## src/rtl/lsu_pkg.sv

```systemverilog
// Shared types and constants for the load/store unit.
//   lsu_state_e : FSM state encoding (idle, memory request, register write-back)
//   LB..SW      : RV32I funct3 width/sign encodings for loads and stores
package lsu_pkg;

  typedef enum logic [1:0] {StIdle, StReq, StWb} lsu_state_e;

  localparam logic [2:0] LB  = 3'b000;
  localparam logic [2:0] LH  = 3'b001;
  localparam logic [2:0] LW  = 3'b010;
  localparam logic [2:0] LBU = 3'b100;
  localparam logic [2:0] LHU = 3'b101;
  localparam logic [2:0] SB  = 3'b000;
  localparam logic [2:0] SH  = 3'b001;
  localparam logic [2:0] SW  = 3'b010;

endpackage

```

## src/rtl/lsu_if.sv

```systemverilog
// Data-memory bus between the load/store unit (master) and memory (slave).
//   mem_req/mem_we/mem_addr/mem_wstrb/mem_wdata : request, driven by the master
//   mem_ack/mem_rdata                           : completion and read word, driven by memory
interface lsu_if;
  logic        mem_req;
  logic        mem_we;
  logic [31:0] mem_addr;
  logic [3:0]  mem_wstrb;
  logic [31:0] mem_wdata;
  logic        mem_ack;
  logic [31:0] mem_rdata;

  modport master (
    output mem_req, mem_we, mem_addr, mem_wstrb, mem_wdata,
    input  mem_ack, mem_rdata
  );

  modport slave (
    input  mem_req, mem_we, mem_addr, mem_wstrb, mem_wdata,
    output mem_ack, mem_rdata
  );
endinterface

```

## src/rtl/lsu_align.sv

```systemverilog
// Combinational byte-lane steering for stores and extraction/extension for loads.
//   funct3_i, offset_i : access width/sign and byte offset within the word
//   store_data_i       : raw rs2 value; wstrb_o/wdata_o are the steered store lanes
//   rdata_i            : memory read word; load_value_o is the extended result
module lsu_align
  import lsu_pkg::*;
(
  input  logic [2:0]  funct3_i,
  input  logic [1:0]  offset_i,
  input  logic [31:0] store_data_i,
  input  logic [31:0] rdata_i,
  output logic [3:0]  wstrb_o,
  output logic [31:0] wdata_o,
  output logic [31:0] load_value_o
);

  logic [31:0] shifted;

  always_comb begin
    wstrb_o = 4'b1111;
    wdata_o = store_data_i;
    case (funct3_i)
      SB: begin
        wstrb_o = 4'b0001 << offset_i;
        wdata_o = {4{store_data_i[7:0]}};
      end
      SH: begin
        wstrb_o = 4'b0011 << offset_i;
        wdata_o = {2{store_data_i[15:0]}};
      end
      default: ;
    endcase
  end

  always_comb begin
    shifted      = rdata_i >> {offset_i, 3'b000};
    load_value_o = shifted;
    case (funct3_i)
      LB:      load_value_o = {{24{shifted[7]}}, shifted[7:0]};
      LH:      load_value_o = {{16{shifted[15]}}, shifted[15:0]};
      LBU:     load_value_o = {24'h0, shifted[7:0]};
      LHU:     load_value_o = {16'h0, shifted[15:0]};
      default: ;
    endcase
  end

endmodule

```

## src/rtl/load_store_unit.sv

```systemverilog
// RV32I load/store unit: accepts one memory operation at a time from execute,
// rejects illegal/misaligned accesses with a one-cycle fault pulse, issues the
// data-memory request and writes load results back to the register file.
//   clock, reset_n              : clock and synchronous active-low reset
//   op_valid/op_ready           : operation handshake (ready only when idle)
//   op_load, op_store, funct3   : operation kind and width/sign
//   address, store_data, rd     : effective address, rs2 value, destination
//   mem                         : data-memory bus (master side)
//   write_enable, rd_out, rd_value : register-file write port
//   misaligned, illegal         : fault pulses
module load_store_unit
  import lsu_pkg::*;
(
  input  logic        clock,
  input  logic        reset_n,
  input  logic        op_valid,
  output logic        op_ready,
  input  logic        op_load,
  input  logic        op_store,
  input  logic [2:0]  funct3,
  input  logic [31:0] address,
  input  logic [31:0] store_data,
  input  logic [4:0]  rd,
  lsu_if.master       mem,
  output logic        write_enable,
  output logic [4:0]  rd_out,
  output logic [31:0] rd_value,
  output logic        misaligned,
  output logic        illegal
);

  lsu_state_e  state_q, state_d;
  logic [2:0]  funct3_q;
  logic [31:0] addr_q;
  logic [31:0] store_data_q;
  logic [4:0]  rd_q;
  logic        we_q;
  logic [4:0]  rd_out_q;
  logic [31:0] rd_value_q;
  logic        misaligned_q, illegal_q;

  logic        accept, is_mem_op, illegal_c, misaligned_c, start;
  logic [3:0]  wstrb;
  logic [31:0] wdata, load_value;

  assign op_ready  = (state_q == StIdle);
  assign accept    = op_valid & op_ready;
  assign is_mem_op = op_load | op_store;

  always_comb begin
    illegal_c = (op_load & op_store) |
                (op_load & ((funct3 == 3'b011) | (funct3 == 3'b110) | (funct3 == 3'b111))) |
                (op_store & (funct3 >= 3'b011));
    // Illegal wins, so misaligned is only flagged for otherwise-legal accesses.
    misaligned_c = ~illegal_c & is_mem_op &
                   (((funct3[1:0] == 2'b01) & address[0]) |
                    ((funct3[1:0] == 2'b10) & (address[1:0] != 2'b00)));
    start = accept & is_mem_op & ~illegal_c & ~misaligned_c;
  end

  always_comb begin
    state_d = state_q;
    unique case (state_q)
      StIdle:  if (start) state_d = StReq;
      StReq:   if (mem.mem_ack) state_d = we_q ? StIdle : StWb;
      StWb:    state_d = StIdle;
      default: state_d = StIdle;
    endcase
  end

  always_ff @(posedge clock) begin
    if (!reset_n) begin
      state_q      <= StIdle;
      funct3_q     <= 3'b000;
      addr_q       <= 32'h0;
      store_data_q <= 32'h0;
      rd_q         <= 5'd0;
      we_q         <= 1'b0;
      rd_out_q     <= 5'd0;
      rd_value_q   <= 32'h0;
      misaligned_q <= 1'b0;
      illegal_q    <= 1'b0;
    end else begin
      state_q      <= state_d;
      misaligned_q <= accept & misaligned_c;
      illegal_q    <= accept & illegal_c;
      if (accept) begin
        funct3_q     <= funct3;
        addr_q       <= address;
        store_data_q <= store_data;
        rd_q         <= rd;
        we_q         <= op_store & ~op_load;
      end
      if ((state_q == StReq) && mem.mem_ack && !we_q) begin
        rd_out_q   <= rd_q;
        rd_value_q <= load_value;
      end
    end
  end

  lsu_align u_align (
    .funct3_i     (funct3_q),
    .offset_i     (addr_q[1:0]),
    .store_data_i (store_data_q),
    .rdata_i      (mem.mem_rdata),
    .wstrb_o      (wstrb),
    .wdata_o      (wdata),
    .load_value_o (load_value)
  );

  // Bus fields come straight from registers latched at accept, so they are
  // stable for the whole request.
  assign mem.mem_req   = (state_q == StReq);
  assign mem.mem_we    = we_q;
  assign mem.mem_addr  = {addr_q[31:2], 2'b00};
  assign mem.mem_wstrb = we_q ? wstrb : 4'b0000;
  assign mem.mem_wdata = wdata;

  assign write_enable = (state_q == StWb) && (rd_q != 5'd0);
  assign rd_out       = rd_out_q;
  assign rd_value     = rd_value_q;
  assign misaligned   = misaligned_q;
  assign illegal      = illegal_q;

endmodule
```

## src/flat_wrapper.sv

```systemverilog
// flat-port wrapper written by rule: the top's interface ports become plain ports
module load_store_unit_flat import lsu_pkg::*;
  (clock, reset_n, op_valid, op_ready, op_load, op_store, funct3, address, store_data, rd, write_enable, rd_out, rd_value, misaligned, illegal, mem_mem_req, mem_mem_we, mem_mem_addr, mem_mem_wstrb, mem_mem_wdata, mem_mem_ack, mem_mem_rdata);
  lsu_if mem_i ();
  input  logic clock;
  input  logic reset_n;
  input  logic op_valid;
  output logic op_ready;
  input  logic op_load;
  input  logic op_store;
  input  logic [2:0] funct3;
  input  logic [31:0] address;
  input  logic [31:0] store_data;
  input  logic [4:0] rd;
  output logic write_enable;
  output logic [4:0] rd_out;
  output logic [31:0] rd_value;
  output logic misaligned;
  output logic illegal;
  output wire logic [$bits(mem_i.mem_req)-1:0] mem_mem_req;
  output wire logic [$bits(mem_i.mem_we)-1:0] mem_mem_we;
  output wire logic [$bits(mem_i.mem_addr)-1:0] mem_mem_addr;
  output wire logic [$bits(mem_i.mem_wstrb)-1:0] mem_mem_wstrb;
  output wire logic [$bits(mem_i.mem_wdata)-1:0] mem_mem_wdata;
  input wire logic [$bits(mem_i.mem_ack)-1:0] mem_mem_ack;
  input wire logic [$bits(mem_i.mem_rdata)-1:0] mem_mem_rdata;
  assign mem_mem_req = mem_i.mem_req;
  assign mem_mem_we = mem_i.mem_we;
  assign mem_mem_addr = mem_i.mem_addr;
  assign mem_mem_wstrb = mem_i.mem_wstrb;
  assign mem_mem_wdata = mem_i.mem_wdata;
  assign mem_i.mem_ack = mem_mem_ack;
  assign mem_i.mem_rdata = mem_mem_rdata;
  load_store_unit u_core (.clock(clock), .reset_n(reset_n), .op_valid(op_valid), .op_ready(op_ready), .op_load(op_load), .op_store(op_store), .funct3(funct3), .address(address), .store_data(store_data), .rd(rd), .mem(mem_i), .write_enable(write_enable), .rd_out(rd_out), .rd_value(rd_value), .misaligned(misaligned), .illegal(illegal));
endmodule
```

## config.mk

```make
export PLATFORM = sky130hd
export DESIGN_NAME = load_store_unit_flat
export DESIGN_NICKNAME = d
export VERILOG_FILES = /design/src/rtl/lsu_pkg.sv /design/src/rtl/lsu_if.sv /design/src/rtl/lsu_align.sv /design/src/rtl/load_store_unit.sv /design/src/flat_wrapper.sv
export SDC_FILE = /design/constraint.sdc
export NUM_CORES = 1
export LEC_CHECK = 0
export CAP_MARGIN = 20
export CORE_MARGIN = 5
export CORE_UTILIZATION = 39
export DETAILED_ROUTE_END_ITERATION = 6
export PLACE_DENSITY = 0.78
export SLEW_MARGIN = 0
export SYNTH_ARGS = -nofsm -noshare
export SYNTH_HDL_FRONTEND = slang
export SYNTH_SLANG_ARGS = --single-unit
```

## constraint.sdc

```tcl
create_clock -name clock -period 1.8 [get_ports clock]
set_clock_uncertainty 0.2 [all_clocks]
set_input_delay 0.18 -clock clock [delete_from_list [all_inputs] [get_ports clock]]
set_output_delay 0.18 -clock clock [all_outputs]
set_load 0.1 [all_outputs]
```

==> results of run 1 <==
## cells by family after synthesis
| logic type | after synthesis | synth area share |
|---|---|---|
| buffers and inverters | 87 | 0.0927 |
| other | 1 | 0.000688 |
| multiplexers | 49 | 0.0994 |
| flip-flops | 114 | 0.419 |
| AO/OA/AOI/OAI | 165 | 0.211 |
| AND/OR/NAND/NOR | 235 | 0.178 |
## worst reg2reg max path, cell delays in order (launching register included)
cell     delay [ps]
dfxtp_4         360
buf_6           100
mux4_2          510
nor2b_4         150
o41ai_4         290
buf_4           210
nor2_1           50
## power by group through the flow
stage / logic, mW / registers (mW) / clock network (mW)
after global placement: 2.77 / 2.83 / 0
final: 2.95 / 2.80 / 3.15
after detailed placement: 2.79 / 2.84 / 0
after global routing: 3.06 / 2.81 / 3.33
after floorplan: 1.61 / 2.95 / 0
after CTS: 2.91 / 2.79 / 3.21
## timing repair
action | in CTS | in global routing
setup buffers | 12 | 4
resized for setup | 45 | 32
endpoints found under the setup margin | 53 | 47
cloned | 2 | 1
pin swaps | 7 | 11
## cell type report
class	count	area, um^2
Tap cell	180	225
Clock inverter	5	50.0
Timing Repair Buffer	275	3940
Sequential cell	114	2310
Multi-Input combinational cell	451	3090
Fill cell	936	3650
Clock buffer	26	509
## cell usage in the layout, fill, tap and decap left out, types with 5 or more instances in the layout
| cell type | count |
|---|---|
| nand2_1 | 189 |
| buf_12 | 122 |
| clkdlybuf4s50_1 | 108 |
| dfxtp_1 | 105 |
| a21boi_1 | 49 |
| a21boi_0 | 37 |
| buf_4 | 34 |
| o21ai_0 | 19 |
| clkbuf_16 | 18 |
| mux2_4 | 16 |
| mux2_2 | 15 |
| a21oi_2 | 14 |
| mux2i_1 | 12 |
| nor2_4 | 11 |
| a21oi_4 | 10 |
| nor2_1 | 9 |
| o211ai_1 | 8 |
| o22ai_1 | 8 |
| o2bb2ai_1 | 7 |
| buf_6 | 7 |
| dfxtp_4 | 6 |
| nand3b_1 | 5 |
| clkbuf_8 | 5 |
## registers in the layout, indices dropped and copies added, names as in the netlist, 2 cells and up
register / flops
u_core.state_q: 2
u_core.rd_value: 32
u_core.rd_q: 5
u_core.addr_q: 32
u_core.store_data_q: 32
u_core.funct3_q: 3
u_core.rd_out: 5
## routing by layer
layer	vias up	wire length [um]
li1	2581	-
met5	-	0
met3	26	1430
met1	2518	7180
met2	196	9270
met4	0	478
## worst paths after layout
path / start / end / slack, ps
max: u_core.funct3_q[1] / mem_mem_wdata[14] / -240
min: reset_n / u_core.illegal / 80
max reg2reg: u_core.addr_q[0] / u_core.rd_value[15] / -160
min reg2reg: u_core.store_data_q[18] / u_core.store_data_q[18] / 260
==> impl_metrics.tcl, run 1 <==
set metrics [dict create \
    status "finished with violations" \
    failed_checks "setup timing" \
    slew_headroom 0.594 \
    period_share 1.13 \
    overflow 0 \
    die_x_um 128 \
    vias 5321 \
    maxSlewViolCount 0 \
    die_area_um2 16400 \
    maxCapViolations 0 \
    endpoint_kind "output port" \
    syn_area_um2 5450 \
    clock_sinks 114 \
    pin_count 221 \
    crit_buf_inv 2 \
    cts-htree-levels 4 \
    layout_min_cycle_time_ps 2040 \
    fmax_mhz 490 \
    firstDrtPassIters 4 \
    swShare 0.331 \
    finalWorstSetupSlack_ps -240 \
    cp.arrival_ps 1660 \
    dpl.cell_count 1003 \
    cp_max_fo 8 \
    total_power_mw 8.90 \
    fin_tns_setup_ps -7150 \
    tightest_slew_ps 605 \
    hold_buffers 0 \
    synth_top_area_frac 0.419 \
    critPathLaunchType "register" \
    async_flop_share 0 \
    fin_nets 969 \
    hold_depth 4 \
    grtUsageMet1 0.254 \
    syn_to_final_growth_pct 85.7 \
    synth.top_cells.by_area "dfxtp_1 (42%), nand2_1 (13%), a21boi_0 (12%)" \
    fin_cells 1051 \
    grt_pass1_vias 5331 \
    vdd_ir_drop_max_uv 603 \
    crit_chain "nor3_4 -> buf_12 -> mux2_4 -> buf_12" \
    grt_pass1_wl_um 28200 \
    wire_per_inst_um 17.5 \
    yosysSeqAreaShare 0.419 \
    antenna_found_initial 0 \
    hold_ws_ps 84.7 \
    grt_max_degree 80 \
    ys_warn_count 0 \
    cts_buffer_depth 2 \
    p_int_mw 5.95 \
    post-place-ws_ps -288 \
    drtIter0Drc 385 \
    utilization 0.735 \
    synth.ff_latch_count 114 \
    synth_cells 651 \
    dpl_cell_area_um2 9130 \
    synth_cell_type_count 36 \
    synth_area_per_cell_um2 8.37 \
    crit_family "flip-flops" \
    hp-class "in2reg" \
    cts_tree "yes" \
    die_height_um 128 \
    gr-usage-met3 0.0717 \
    drive_above_1_share 0.339 \
    diodes 0 \
    finalWirelength_um 18400 \
    setup_viol 53 \
    pwr-share-clk 0.354 \
    hold_viol_final 0 \
    clk_latency_ps 400 \
    synth_edf_count 0 \
    seqPwrFrac 0.315 \
    cts.clk_slew.worst_paths_ps 50 \
    path_depth 4 \
    rows 43 \
    rsz0062_at_grt "yes" \
    antenna_left 0 \
    stdcell_area_um2 10100 \
    cts-root-buf "clkbuf_16" \
    slowest_delay_ps 360 \
    synth_top_cell_by_area "dfxtp_1" \
    netlist_top_cells_count "nand2_1 (191), dfxtp_1 (114), a21boi_0 (87)" \
    crit_top_cell "buf_12" \
    yosysMostFrequentCell "nand2_1" \
    portBuffers 218 \
    fp.coreArea_um2 13800 \
    viasPerCell 5.06 \
    ys.flop_type "dfxtp_1" \
    drc 0 \
    p_sw_mw 2.95 \
    start_util 0.396 \
    dp_hpwl_um 12900 \
    p_per_area_nw_per_um2 879 \
    cts_buffers 17 \
    place.gp.congestion 0.841 \
    critPathRequiredTime_ps 1420 \
    worst_path_max_delay_cell "dfxtp_4" \
    grt_usage 0.218 \
    worstSetupPathType "reg2out" \
    pwr-share-comb 0.331 \
    grt-busiest-layer "met2" \
    p_leak_nw 3.91 \
    reg2reg_depth 6 \
    met2_usage 0.363 \
]
Note: power is estimated with default switching activity, not from simulation.
==> inputs of run 2 (changes only) <==
--- a/config.mk
+++ b/config.mk
@@ -9,6 +9,7 @@
 export CORE_MARGIN = 5
 export CORE_UTILIZATION = 39
 export DETAILED_ROUTE_END_ITERATION = 6
+export GPL_ROUTABILITY_DRIVEN = 1
 export PLACE_DENSITY = 0.78
 export SLEW_MARGIN = 0
 export SYNTH_ARGS = -nofsm -noshare
==> results of run 2 <==
Final layout, timing and power as in run 1 (identical DEF).
==> RTL change 1 (config.mk and constraints of run 2) <==
Re-encode `lsu_state_e` (3 states) as one-hot, 3 bits wide.
--- a/src/rtl/lsu_pkg.sv
+++ b/src/rtl/lsu_pkg.sv
@@ -3,7 +3,7 @@
 //   LB..SW      : RV32I funct3 width/sign encodings for loads and stores
 package lsu_pkg;
 
-  typedef enum logic [1:0] {StIdle, StReq, StWb} lsu_state_e;
+  typedef enum logic [2:0] {StIdle = 3'b001, StReq = 3'b010, StWb = 3'b100} lsu_state_e;
 
   localparam logic [2:0] LB  = 3'b000;
   localparam logic [2:0] LH  = 3'b001;
Behaviour: no difference found for any inputs over 10 cycles, from zero or initial values and one cycle with reset_n low; not proved beyond that.
==> RTL change 1 against run 2 <==
- the run still ends with setup timing left
- routed wire length rose by 10%
- non-clock buffer count did not move
- sequential cell count rose by 1
- power fell by 3.4%
- count of clock-buffer cells in the layout rose by 1
- sequential share of layout area rose by 0.29 points
- cell area fell by 0.31%
- worst setup slack got worse by 76 ps
- die area rose by 2.4%
- register-to-register slack improved by 130 ps
- global-route usage rose by 0.86 points
- critical path depth did not move
- worst hold slack improved by 31 ps
- area after synthesis rose by 2.6%
==> RTL change 1: results (changes against run 2) <==
Setup TNS: -7600 ps (-458 ps)
Relative slew slack: 62.3% (+2.9 points)
Crit path DAT: 1740 ps (+80 ps)
Largest net degree at the start of global routing: 52 (-35%)
Failing checks: setup timing
Met2 Use GR: 37.6% (+1.3 points)
Crit-path max FO: 5 (-3)
Setup bufs post-CTS: 5 (-7)
Met3 WL post-DR: 1.30 mm (-8.9%)
Commonest cells post-synth: nand2_1 (190), dfxtp_1 (115), a21boi_0 (75)
Fraction of layout cells with a size suffix above 1: 31.1% (-2.7 points)
TritonRoute pass-1 iters: 6 (+2)
Worst setup margin: -317 ps (-76.5 ps)
Peak supply drop: 0.820 mV (+36%)
Cell variety after synth: 44 (+22%)
Placed wire-length estimate: 13.9 mm (+7.7%)
Outcome: finished with violations
RD Place Congestion: 0.940 (+12%)
Sequential area share after synthesis: 41.2% (-0.70 points)
Vias in the first global route: 5320 (-0.21%)
Routed wl met2: 10.3 mm (+11%)
Met3 usage in global routing: 5.89% (-1.3 points)
Final setup viols: 42 (-21%)
Place WS: -245 ps (+42.5 ps)
Vias per inst: 5.24 (+3.5%)
Global-route wire length before repair: 29.3 mm (+4.0%)
CTS Hold Bufs: 1 (+1)
GRT Total Usage: 22.6% (+0.86 points)
[RTL change 1: cell types whose count changed in the layout (fill, tap and decap cells not counted), sizes merged, moves of 4 or more]
cell and delta:
o221a +8, o22ai -8, a21oi +7, mux2i +6
mux2 -5, nor2 +5, nor2b -4
[RTL change 1: critical path, cell delays in order (launching register included)]
cell and delay [ps]:
dfxtp_2 340, or2_4 280, nor2_8 180, mux2_4 340
buf_12 170
[RTL change 1: logic make-up after synthesis]
| logic type | synth area share [%] |
|---|---|
| buffers and inverters | 9.62 |
| XOR/XNOR | 0.157 |
| multiplexers | 9.42 |
| flip-flops | 41.2 |
| AND/OR/NAND/NOR | 18.1 |
| AO/OA/AOI/OAI | 21.5 |
| other | 0.0670 |
[RTL change 1: metrics by stage]
stage          cells  util [%]
2_1_floorplan    663         -
3_3_place_gp    1009      65.1
3_5_place_dp    1009      65.1
4_1_cts         1049      70.1
5_1_grt         1063      72.1
6_report        1063      72.1
[RTL change 1: final cells by class]
class,instances,area share (%)
repair buffers,275,38.6
flip-flops and latches,115,23.1
well taps,180,2.23
multi-input cells,462,30.7
clock inverters,4,0.198
clock buffers,27,5.20
[RTL change 1: path summary, 6_finish.rpt]
kind,from,endpoint,slack [ps],depth (start not counted)
worst min register to register,u_core.store_data_q[22],u_core.store_data_q[22],260,2
worst max register to register,u_core.addr_q[1],u_core.rd_value[8],-30,5
worst min-delay path,address[28],u_core.addr_q[28],120,3
worst max-delay path,u_core.funct3_q[1],mem_mem_wdata[8],-320,4
[RTL change 1: where the power goes]
group	switching, mW	internal, mW	total, mW
Clock	1.11	1.97	3.08
Combinational	1.58	1.15	2.73
Sequential	0.117	2.66	2.78
Total	2.81	5.78	8.59
==> RTL change 2 (settings of run 2) <==
Without the edit above. Reset style: asynchronous (`reset_n`), changed in one clocked block. Comments in the files are not updated.
--- a/src/rtl/load_store_unit.sv
+++ b/src/rtl/load_store_unit.sv
@@ -68,7 +68,7 @@
     endcase
   end
 
-  always_ff @(posedge clock) begin
+  always_ff @(posedge clock or negedge reset_n) begin
     if (!reset_n) begin
       state_q      <= StIdle;
       funct3_q     <= 3'b000;
Function: differs if reset_n is asserted again (counterexample within 4 cycles, from zero or initial values and one cycle with reset_n low); with reset_n held inactive, the same outputs for 10 cycles.
==> RTL change 2 against run 2 <==
- the flow still finishes with violations (setup timing)
- routed wire length increased by 8.4%
- count of clock-buffer cells in the layout decreased by 3
- critical endpoint is now mem_mem_wdata[8]
- cell area increased by 2.8%
- critical path depth increased by 1
- sequential cell count unchanged
- worst setup slack got worse by 200 ps
- area after synthesis increased by 2.9%
Power is not compared: it rests on default switching activity, and its combinational part moved more than twofold at a synthesized area within 25%.
==> RTL change 2: results (changes against run 2) <==
Outcome: finished with violations
Failing checks: setup timing
DIE AREA: 16900 um^2 (+2.6%)
TritonRoute pass-1 iters: 5 (+1)
Nets: 973 (+0.41%)
R2r endpoint: u_core.rd_value[21]
Vias in the first global route: 5570 (+4.5%)
Met2 Use GR: 40.2% (+3.9 points)
Fraction of layout cells with a size suffix above 1: 33.0% (-0.88 points)
Crit-path max FO: 9 (+1)
Final setup viols: 46 (-13%)
Via count: 5383 (+1.2%)
Slowest CP cell: dfrtp_1
Dpl cells: 1000 (-0.30%)
Filler instances: 894 (-4.5%)
Commonest cells post-synth: nand2_1 (251), dfrtp_1 (114), buf_4 (42)
Largest net degree at the start of global routing: 56 (-30%)
Worst setup margin: -438 ps (-198 ps)
Area leader, netlist: dfrtp_1
Relative slew slack: 63.8% (+4.4 points)
Worst r2r path cells: 5 (-1)
Met3 usage in global routing: 8.88% (+1.7 points)
Placed wire-length estimate: 14.0 mm (+8.9%)
Routed wl met2: 10.1 mm (+9.4%)
R2R setup slack: -290 ps (-130 ps)
Min-Delay Path Class: input port to async pin
==> RTL change 2: cell types whose count changed after synthesis, sizes merged, moves of 10 or more <==
cell | before | now
nand2 | 191 | 251
buf | 63 | 53
a21boi | 87 | 1
nor2 | 22 | 40
nand3 | 0 | 14
dfrtp | 0 | 114
dfxtp | 114 | 0
==> RTL change 2: cell families (layout without fill, tap and decap cells) <==
family	after synthesis	count (layout)
compound gates	64	64
simple gates	330	331
mux	50	50
buf+inv	78	315
other cells	1	2
flops	114	114
==> RTL change 2: area by class of cell <==
class                   instances  area (um^2)  area share, %
repair buffers                280         3990           38.3
flip-flops and latches        114         2860           27.4
multi-input cells             447         2680           25.7
clock buffers                  23          498           4.78
well taps                     180          225           2.16
clock inverters                 9          150           1.44
inverters                       3         15.0          0.144
==> RTL change 2: worst max path at each step <==
stage	to	start	cells after the start
2_1_floorplan	u_core.rd_value[23]	u_core.state_q[0]	6
3_3_place_gp	u_core.rd_value[17]	mem_mem_rdata[31]	5
3_5_place_dp	u_core.rd_value[17]	mem_mem_rdata[31]	5
4_1_cts	mem_mem_wdata[13]	u_core.funct3_q[0]	5
5_1_grt	mem_mem_wdata[13]	u_core.funct3_q[1]	5
6_report	mem_mem_wdata[8]	u_core.funct3_q[1]	5
==> RTL change 2: metrics by stage <==
step / area [um^2] / setup TNS (ps) / worst slack (ps)
2_1_floorplan: 5980 / -17800 / -461
3_3_place_gp: 9260 / -5860 / -312
3_5_place_dp: 9260 / -7750 / -387
4_1_cts: 10100 / -12690 / -446
5_1_grt: 10400 / -16140 / -497
6_report: 10400 / -13300 / -438
==> RTL change 2: power breakdown <==
group | switching (mW) | leakage (nW) | internal (mW)
combinational | 7.18 | 3.20 | 4.15
sequential | 0.812 | 1.41 | 3.25
clock | 1.17 | 0.315 | 2.49
total | 9.16 | 4.93 | 9.89
